## src/rtl/fixed_log2_unit.sv

```systemverilog
// fixed_log2_unit
// Iterative base-2 logarithm of an unsigned Q5.27 sample.
// The integer part comes from the leading-one position. The fraction is
// produced one bit per cycle by repeatedly squaring the mantissa, which is
// normalised to [1,2). The result leaves on a valid/ready handshake.

module fixed_log2_unit #(
  parameter int FRAC_BITS = 16
) (
  input  logic                   clk,
  input  logic                   rst_n,
  input  logic [31:0]            in_data,
  input  logic                   in_valid,
  output logic                   in_ready,
  output logic [FRAC_BITS+5:0]   out_log2,
  output logic                   out_zero,
  output logic                   out_valid,
  input  logic                   out_ready
);

  localparam int OUT_W = FRAC_BITS + 6;
  localparam int CNT_W = 5;

  // Index of the final squaring iteration.
  localparam logic [CNT_W-1:0] LAST_ITER = CNT_W'(FRAC_BITS - 1);

  // Result reported for a zero input: the most negative value.
  localparam logic [OUT_W-1:0] MOST_NEG = {1'b1, {(OUT_W-1){1'b0}}};

  typedef enum logic [1:0] {
    ST_IDLE   = 2'd0,
    ST_SQUARE = 2'd1,
    ST_DONE   = 2'd2
  } state_e;

  // Position of the most significant set bit. Returns 0 for a zero word;
  // the caller treats zero separately.
  function automatic logic [4:0] lead_one(input logic [31:0] v);
    logic [4:0] idx;
    idx = 5'd0;
    for (int i = 0; i < 32; i++) begin
      if (v[i]) begin
        idx = 5'(i);
      end
    end
    return idx;
  endfunction

  state_e               state_q;
  logic [31:0]          mant_q;
  logic [CNT_W-1:0]     cnt_q;
  logic                 in_ready_q;
  logic                 out_valid_q;
  logic                 out_zero_q;
  logic [OUT_W-1:0]     out_log2_q;

  logic [4:0]           lead_idx;
  logic [4:0]           shift_amt;
  logic [31:0]          norm_mant_d;
  logic [5:0]           int_part_d;
  logic [32:0]          sq_top;
  logic                 sq_bit;
  logic [31:0]          mant_sq_d;
  logic [FRAC_BITS-1:0] frac_d;

  // Leading-one detection and normalisation of the incoming sample.
  always_comb begin
    lead_idx    = lead_one(in_data);
    shift_amt   = 5'd31 - lead_idx;
    norm_mant_d = in_data << shift_amt;
    // A Q5.27 value with its leading one at bit p has integer log p-27.
    int_part_d  = {1'b0, lead_idx} - 6'd27;
  end

  // One squaring step. Bits [63:31] of the Q2.62 product are kept. A set
  // top bit means m*m >= 2, which emits a 1 and renormalises by halving.
  // Plain truncation, with no rounding.
  always_comb begin
    sq_top    = 33'((64'(mant_q) * 64'(mant_q)) >> 31);
    sq_bit    = sq_top[32];
    mant_sq_d = sq_bit ? sq_top[32:1] : sq_top[31:0];
    // Fraction bits enter at the LSB and move up. After FRAC_BITS steps the
    // first bit produced is in the fraction MSB.
    frac_d    = (out_log2_q[FRAC_BITS-1:0] << 1'b1) | FRAC_BITS'(sq_bit);
  end

  // Control FSM with registered handshake and result outputs.
  always_ff @(posedge clk or negedge rst_n) begin
    if (!rst_n) begin
      state_q     <= ST_IDLE;
      mant_q      <= 32'd0;
      cnt_q       <= {CNT_W{1'b0}};
      in_ready_q  <= 1'b1;
      out_valid_q <= 1'b0;
      out_zero_q  <= 1'b0;
      out_log2_q  <= {OUT_W{1'b0}};
    end else begin
      case (state_q)
        ST_IDLE: begin
          if (in_valid && in_ready_q) begin
            in_ready_q <= 1'b0;
            if (in_data == 32'd0) begin
              out_zero_q  <= 1'b1;
              out_log2_q  <= MOST_NEG;
              out_valid_q <= 1'b1;
              state_q     <= ST_DONE;
            end else begin
              out_zero_q  <= 1'b0;
              out_log2_q  <= {int_part_d, {FRAC_BITS{1'b0}}};
              mant_q      <= norm_mant_d;
              cnt_q       <= {CNT_W{1'b0}};
              state_q     <= ST_SQUARE;
            end
          end
        end
        ST_SQUARE: begin
          mant_q                     <= mant_sq_d;
          out_log2_q[FRAC_BITS-1:0]  <= frac_d;
          cnt_q                      <= cnt_q + {{(CNT_W-1){1'b0}}, 1'b1};
          if (cnt_q == LAST_ITER) begin
            out_valid_q <= 1'b1;
            state_q     <= ST_DONE;
          end
        end
        ST_DONE: begin
          // The accept path reopens only on the next cycle. This prevents
          // a result handshake and a new accept in the same cycle.
          if (out_ready) begin
            out_valid_q <= 1'b0;
            in_ready_q  <= 1'b1;
            state_q     <= ST_IDLE;
          end
        end
        default: begin
          out_valid_q <= 1'b0;
          in_ready_q  <= 1'b1;
          state_q     <= ST_IDLE;
        end
      endcase
    end
  end

  assign in_ready  = in_ready_q;
  assign out_valid = out_valid_q;
  assign out_zero  = out_zero_q;
  assign out_log2  = out_log2_q;

endmodule

```

## config.mk

```make
export PLATFORM = sky130hd
export DESIGN_NAME = fixed_log2_unit
export DESIGN_NICKNAME = d
export VERILOG_FILES = /design/src/rtl/fixed_log2_unit.sv
export SDC_FILE = /design/constraint.sdc
export NUM_CORES = 2
export LEC_CHECK = 0
export CAP_MARGIN = 20
export CORE_UTILIZATION = 25
export DETAILED_ROUTE_END_ITERATION = 8
export GPL_TIMING_DRIVEN = 0
export PLACE_DENSITY = 0.44
export SETUP_SLACK_MARGIN = 0.1
export SYNTH_ARGS = -nofsm -noshare
export SYNTH_HDL_FRONTEND = slang
export SYNTH_SLANG_ARGS = --single-unit
```

## constraint.sdc

```tcl
create_clock -name clk -period 14.4 [get_ports clk]
set_input_delay 2.88 -clock clk [delete_from_list [all_inputs] [get_ports clk]]
set_output_delay 2.88 -clock clk [all_outputs]
set_load 0.02 [all_outputs]
```

After elaboration in Yosys (flattened, before gate mapping)
Cells that the tools add are included.
{ "totals": {"register_bits": 64, "out_inout_bits": 25, "elab_cells": 88} }
{ "classes": {"add_sub_neg": 3, "multipliers": 1, "eq_ne": 8, "shifts": 1, "mux": 55, "n_bitwise": 2, "reduce_logical": 10} }
{ "op_table": {"columns": ["operator", "n"], "rows": [
  ["$mux 5", 29],
  ["$mux 32", 3],
  ["$mul 32x32->64", 1],
  ["$pmux 32 s2", 1],
  ["$logic_not 32->1", 1],
  ["$pmux 16 s2", 1],
  ["$shl 32x5->32", 1],
  ["$mux 22", 1],
  ["$mux 16", 1],
  ["$or 16x1->16", 1],
  ["$mux 2", 6],
  ["$ne 2x2->1 const B", 5],
  ["$pmux 5 s2", 1],
  ["$reduce_and 3->1", 3],
  ["$mux 1", 8],
  ["$pmux 1 s3", 2],
  ["$pmux 2 s3", 1],
  ["$sub 5x5->6 const B", 1],
  ["$add 5x1->5 const B", 1],
  ["$eq 5x4->1 const B", 1],
  ["$sub 5x5->5 const A", 1],
  ["$reduce_and 2->1", 2],
  ["$reduce_and 4->1", 1],
  ["$mux 3", 1],
  ["other kinds (6)", 6]
]} }

Depth between registers and ports, before layout
{ "depth": {"word_depth": 36, "depth_mapped": 31, "ltp_nobuf": 28} }

Worst setup path before layout
OpenSTA, ideal clock, no wires.
{ "synth_path": {"path_kind": "register to register", "startpoint": "reg mant_q[3]", "endpoint": "reg mant_q[6]", "t_arrival_ps": 7898, "slack_ps": 6370, "path_stages_with_launch": 29, "n_path_buf": 2, "cell_sequence": "dfrtp_1 > clkbuf_1 > clkbuf_1 > nand2_1 > fa_1 > inv_1 > fa_1 > inv_1 > fa_1 > fa_1 > inv_1 > fa_1 > inv_1 > fa_1 > inv_1 > fa_1 > fa_1 > ha_1 > and4_1 > nand2_1 > nor3_1 > o311ai_1 > a2111oi_0 > o211ai_1 > a211o_2 > nand3_2 > mux2_2 > a221oi_1 > a21oi_1"} }
{ "synth_via": {"elab_chain_cells": 3} }
{ "synth_lines": {"columns": ["item", "line_no", "rtl"], "rows": [
  ["start: declaration", "50", "logic [31:0] mant_q;"],
  ["start signal: assignment", "110", "mant_q <= norm_mant_d;"],
  ["start signal: assignment", "117", "mant_q <= mant_sq_d;"],
  ["$mul 32x32->64", "79", "sq_top = 33'((64'(mant_q) * 64'(mant_q)) >> 31);"],
  ["$mux 32", "81", "mant_sq_d = sq_bit ? sq_top[32:1] : sq_top[31:0];"],
  ["$pmux 32 s2", "98", "case (state_q)"]
]} }
No other way between the ends.
A chain may end at the register's enable or synchronous reset.

Worst setup path in the final report
{ "layout_path": {"startpoint": "reg mant_q[5]", "endpoint": "reg mant_q[1]"} }
The elaborated chain is that of the path after synthesis.

==> results.cfg <==
[outcome]
outcome = finished, final reports clean

[clocking]
cts_buffer_depth = 2
cts_tree = built
cts.sink_count = 64
root_buffer = clkbuf_16
post-cts-setup-buffers = 0
numCtsBuffers = 9
h-tree-depth = 3
path_clk_slew_ps = 60
cts_resized = 0
holdBufCountCts = 0
worstSkewPairLatency_ps = 360

[synthesis]
synth_area_mm2 = 0.03394
syn_inst = 3698
synthArstFlopShare = 1.000
synth_fp_nets = 4828
syn_avg_cell_area_um2 = 9.178
ys_seq_area_frac = 0.04722
synth-edff-count = 0
ys_ff_latch = 64
synthFlopType = dfrtp_1
synth_cell_type_count = 98
synth_warnings = 0

[timing]
skew_ps = 12.25
worstMarginPinSlew_ps = 1260
fin_crit_ps = 11290
max_freq_mhz = 88.61
finalHoldViolations = 0
rsz0062_at_grt = false
relSlewSlack = 0.1599
setup_viol_count_final = 0
period_share = 0.7837
drv_slew = 0
fin_setup_tns_ps = 0

[final_layout]
fill_cells = 14534
fin_cells = 5575
layout.nets = 4926
syn2layout_area_growth_pct = 10.68
drive_gt1_frac = 0.03157

[setup_path]
path_class = flip-flop to flip-flop
cp-start-kind = flip-flop
worstPathArrival_ps = 11580
slowest_delay_ps = 900
worstPathMaxFanout = 10
worstSetupEndpointType = flip-flop
crit_top_cell = fa_1
crit_path_top_delay_cell = clkbuf_1
worstPathRequired_ps = 14700

[placement]
dpl.hpwl_mm = 106.9
io_buffers = 56
place_inst = 5550
place_congestion = 0.8957

[global_routing]
grt_max_degree = 65
grt_pass1_wl_mm = 187.7
grt_pass1_vias = 27736
gr-total-overflow = 0
antenna_found_initial = 11
grt.total_usage = 0.1874

[hold_path]
worst_hold_path_type = flip-flop to flip-flop

[floorplanning]
die_area_mm2 = 0.1372
fp.dieW_um = 370.5
coreArea_mm2 = 0.1341
die_height_um = 370.5
start_util = 0.2530
io_pins = 61
fp-row-count = 134

[route]
ant_nets = 0
dr_total_vias = 25752
drt_iter0_drc = 1913
wl_per_cell_um = 22.70
firstDrtPassIters = 8
drcViolationCount = 0
drt_wl_total_mm = 126.6
via_per_inst = 4.619

[power_and_ir_drop]
cellPowerDensity_mw_per_mm2 = 13.45
ir_drop_uv = 53.80
p_leak_nw = 19.63

[job]
maxCapViolCount = 0
==> cells in the mapped netlist, drive strengths merged, types with 15 or more instances <==
| master | n | area, µm² |
|---|---|---|
| o211ai | 19 | 142.6 |
| inv | 985 | 3710 |
| fa | 791 | 15840 |
| xor2 | 36 | 315.3 |
| nor2 | 115 | 444.2 |
| nor3 | 19 | 95.09 |
| buf | 15 | 133.9 |
| a31oi | 20 | 155.2 |
| a21o | 36 | 270.3 |
| mux2 | 17 | 191.4 |
| nor2b | 15 | 93.84 |
| nand3 | 23 | 125.1 |
| a21oi | 99 | 495.5 |
| o21ai | 69 | 345.3 |
| xnor2 | 39 | 341.6 |
| nand2 | 371 | 1400 |
| clkbuf | 139 | 581.8 |
| mux2i | 43 | 430.4 |
| a211oi | 15 | 117.6 |
| a22o | 25 | 219.0 |
| and3 | 15 | 93.84 |
| ha | 303 | 3791 |
| and2 | 235 | 1471 |
| dfrtp | 63 | 1577 |
==> power breakdown <==
group | internal (mW) | total [mW] | switching (mW)
clock network | 0.138 | 0.227 | 0.0884
logic | 0.0383 | 0.0985 | 0.0602
registers | 0.180 | 0.180 | 0
total | 0.357 | 0.505 | 0.149
==> cells in the final DEF, fill, tap and decap left out, types with 19 or more instances in the layout <==
cell type,synthesis,final
dfrtp_1,63,63
a21oi_1,99,99
inv_1,983,983
nand2_1,370,370
a22o_1,25,25
nor3_1,19,19
xor2_1,36,36
mux2i_1,43,43
ha_1,303,303
nor2_1,112,112
fa_1,791,791
o211ai_1,19,19
clkbuf_1,133,132
xnor2_1,39,39
and2_1,233,233
buf_8,1,23
nand3_1,21,21
o21ai_0,57,57
clkdlybuf4s50_1,0,55
a21o_1,36,36
==> per-stage QoR <==
stage | area, µm² | hold WS, ps | util | setup slack, ps | total power [mW]
after floorplan | 33940 | 464.9 | - | 6370 | 0.2412
after global placement | 36710 | 471.0 | 0.2737 | 2328 | 0.2803
after detailed placement | 37200 | 475.6 | 0.2774 | 3318 | 0.2793
after CTS | 37500 | 488.3 | 0.2796 | 3283 | 0.5072
after global routing | 37550 | 534.7 | 0.2799 | 2884 | 0.5250
final | 37560 | 481.3 | 0.2801 | 3114 | 0.5052
==> cell type report <==
cell class,instances,area [µm²],share of cell area
Multi-Input combinational cell,2494,27910,0.7430
Antenna cell,6,15.01,0.0003997
Inverter,986,3714,0.09886
Clock inverter,5,56.30,0.001499
Clock buffer,11,242.7,0.006462
Sequential cell,64,1603,0.04267
Timing Repair Buffer,87,1095,0.02915
Tap cell,1768,2212,0.05889
Buffer,154,718.2,0.01912
==> sequential cells by signal (all words and copies together) (netlist names) <==
signal,cells
in_ready,1
out_log2,22
cnt_q,5
mant_q,32
out_valid,1
out_zero,1
state_q,2
==> cells by family (layout without fill, tap and decap cells) <==
kind of cell,Yosys count,count (layout),synth area share
AOI/OAI and AO/OA,411,411,0.08391
buffers and inverters,1140,1243,0.1305
adders and majority gates,1094,1094,0.5783
xor gates and xnor gates,75,75,0.01935
muxes,61,61,0.01899
DFF,64,64,0.04722
and+or+nand+nor,853,853,0.1218
other,0,6,0
==> worst max-delay path: cells and delay by family (launching register included) <==
| family | cells | cell delay [ps] |
|---|---|---|
| AO/OA/AOI/OAI | 9 | 2640 |
| adder cells (fa/ha/maj) | 9 | 4340 |
| buffers and inverters | 7 | 2600 |
| flip-flops | 1 | 810 |
| AND/OR/NAND/NOR | 3 | 830 |
==> routing by layer <==
metal  routed length, µm  global-route usage  vias up
li1                    -                   -    11384
met1               56110              0.2585    13451
met2               59510              0.3068      784
met3                7280             0.02645      133
met4                3660             0.04764        0
met5                   0                   0        -
==> final timing paths <==
kind                       slack, ps       from      endpoint  cells past startpoint
setup reg to reg                3110  mant_q[5]     mant_q[1]                     28
setup / recovery                3110  mant_q[5]     mant_q[1]                     28
max in group asynchronous      11190      rst_n     mant_q[3]                      1
min in group asynchronous       2620      rst_n  out_log2[11]                      1
hold / removal                   480  out_valid     out_valid                      2
hold reg to reg                  480  out_valid     out_valid                      2
Power figures use the tool's default switching activity.
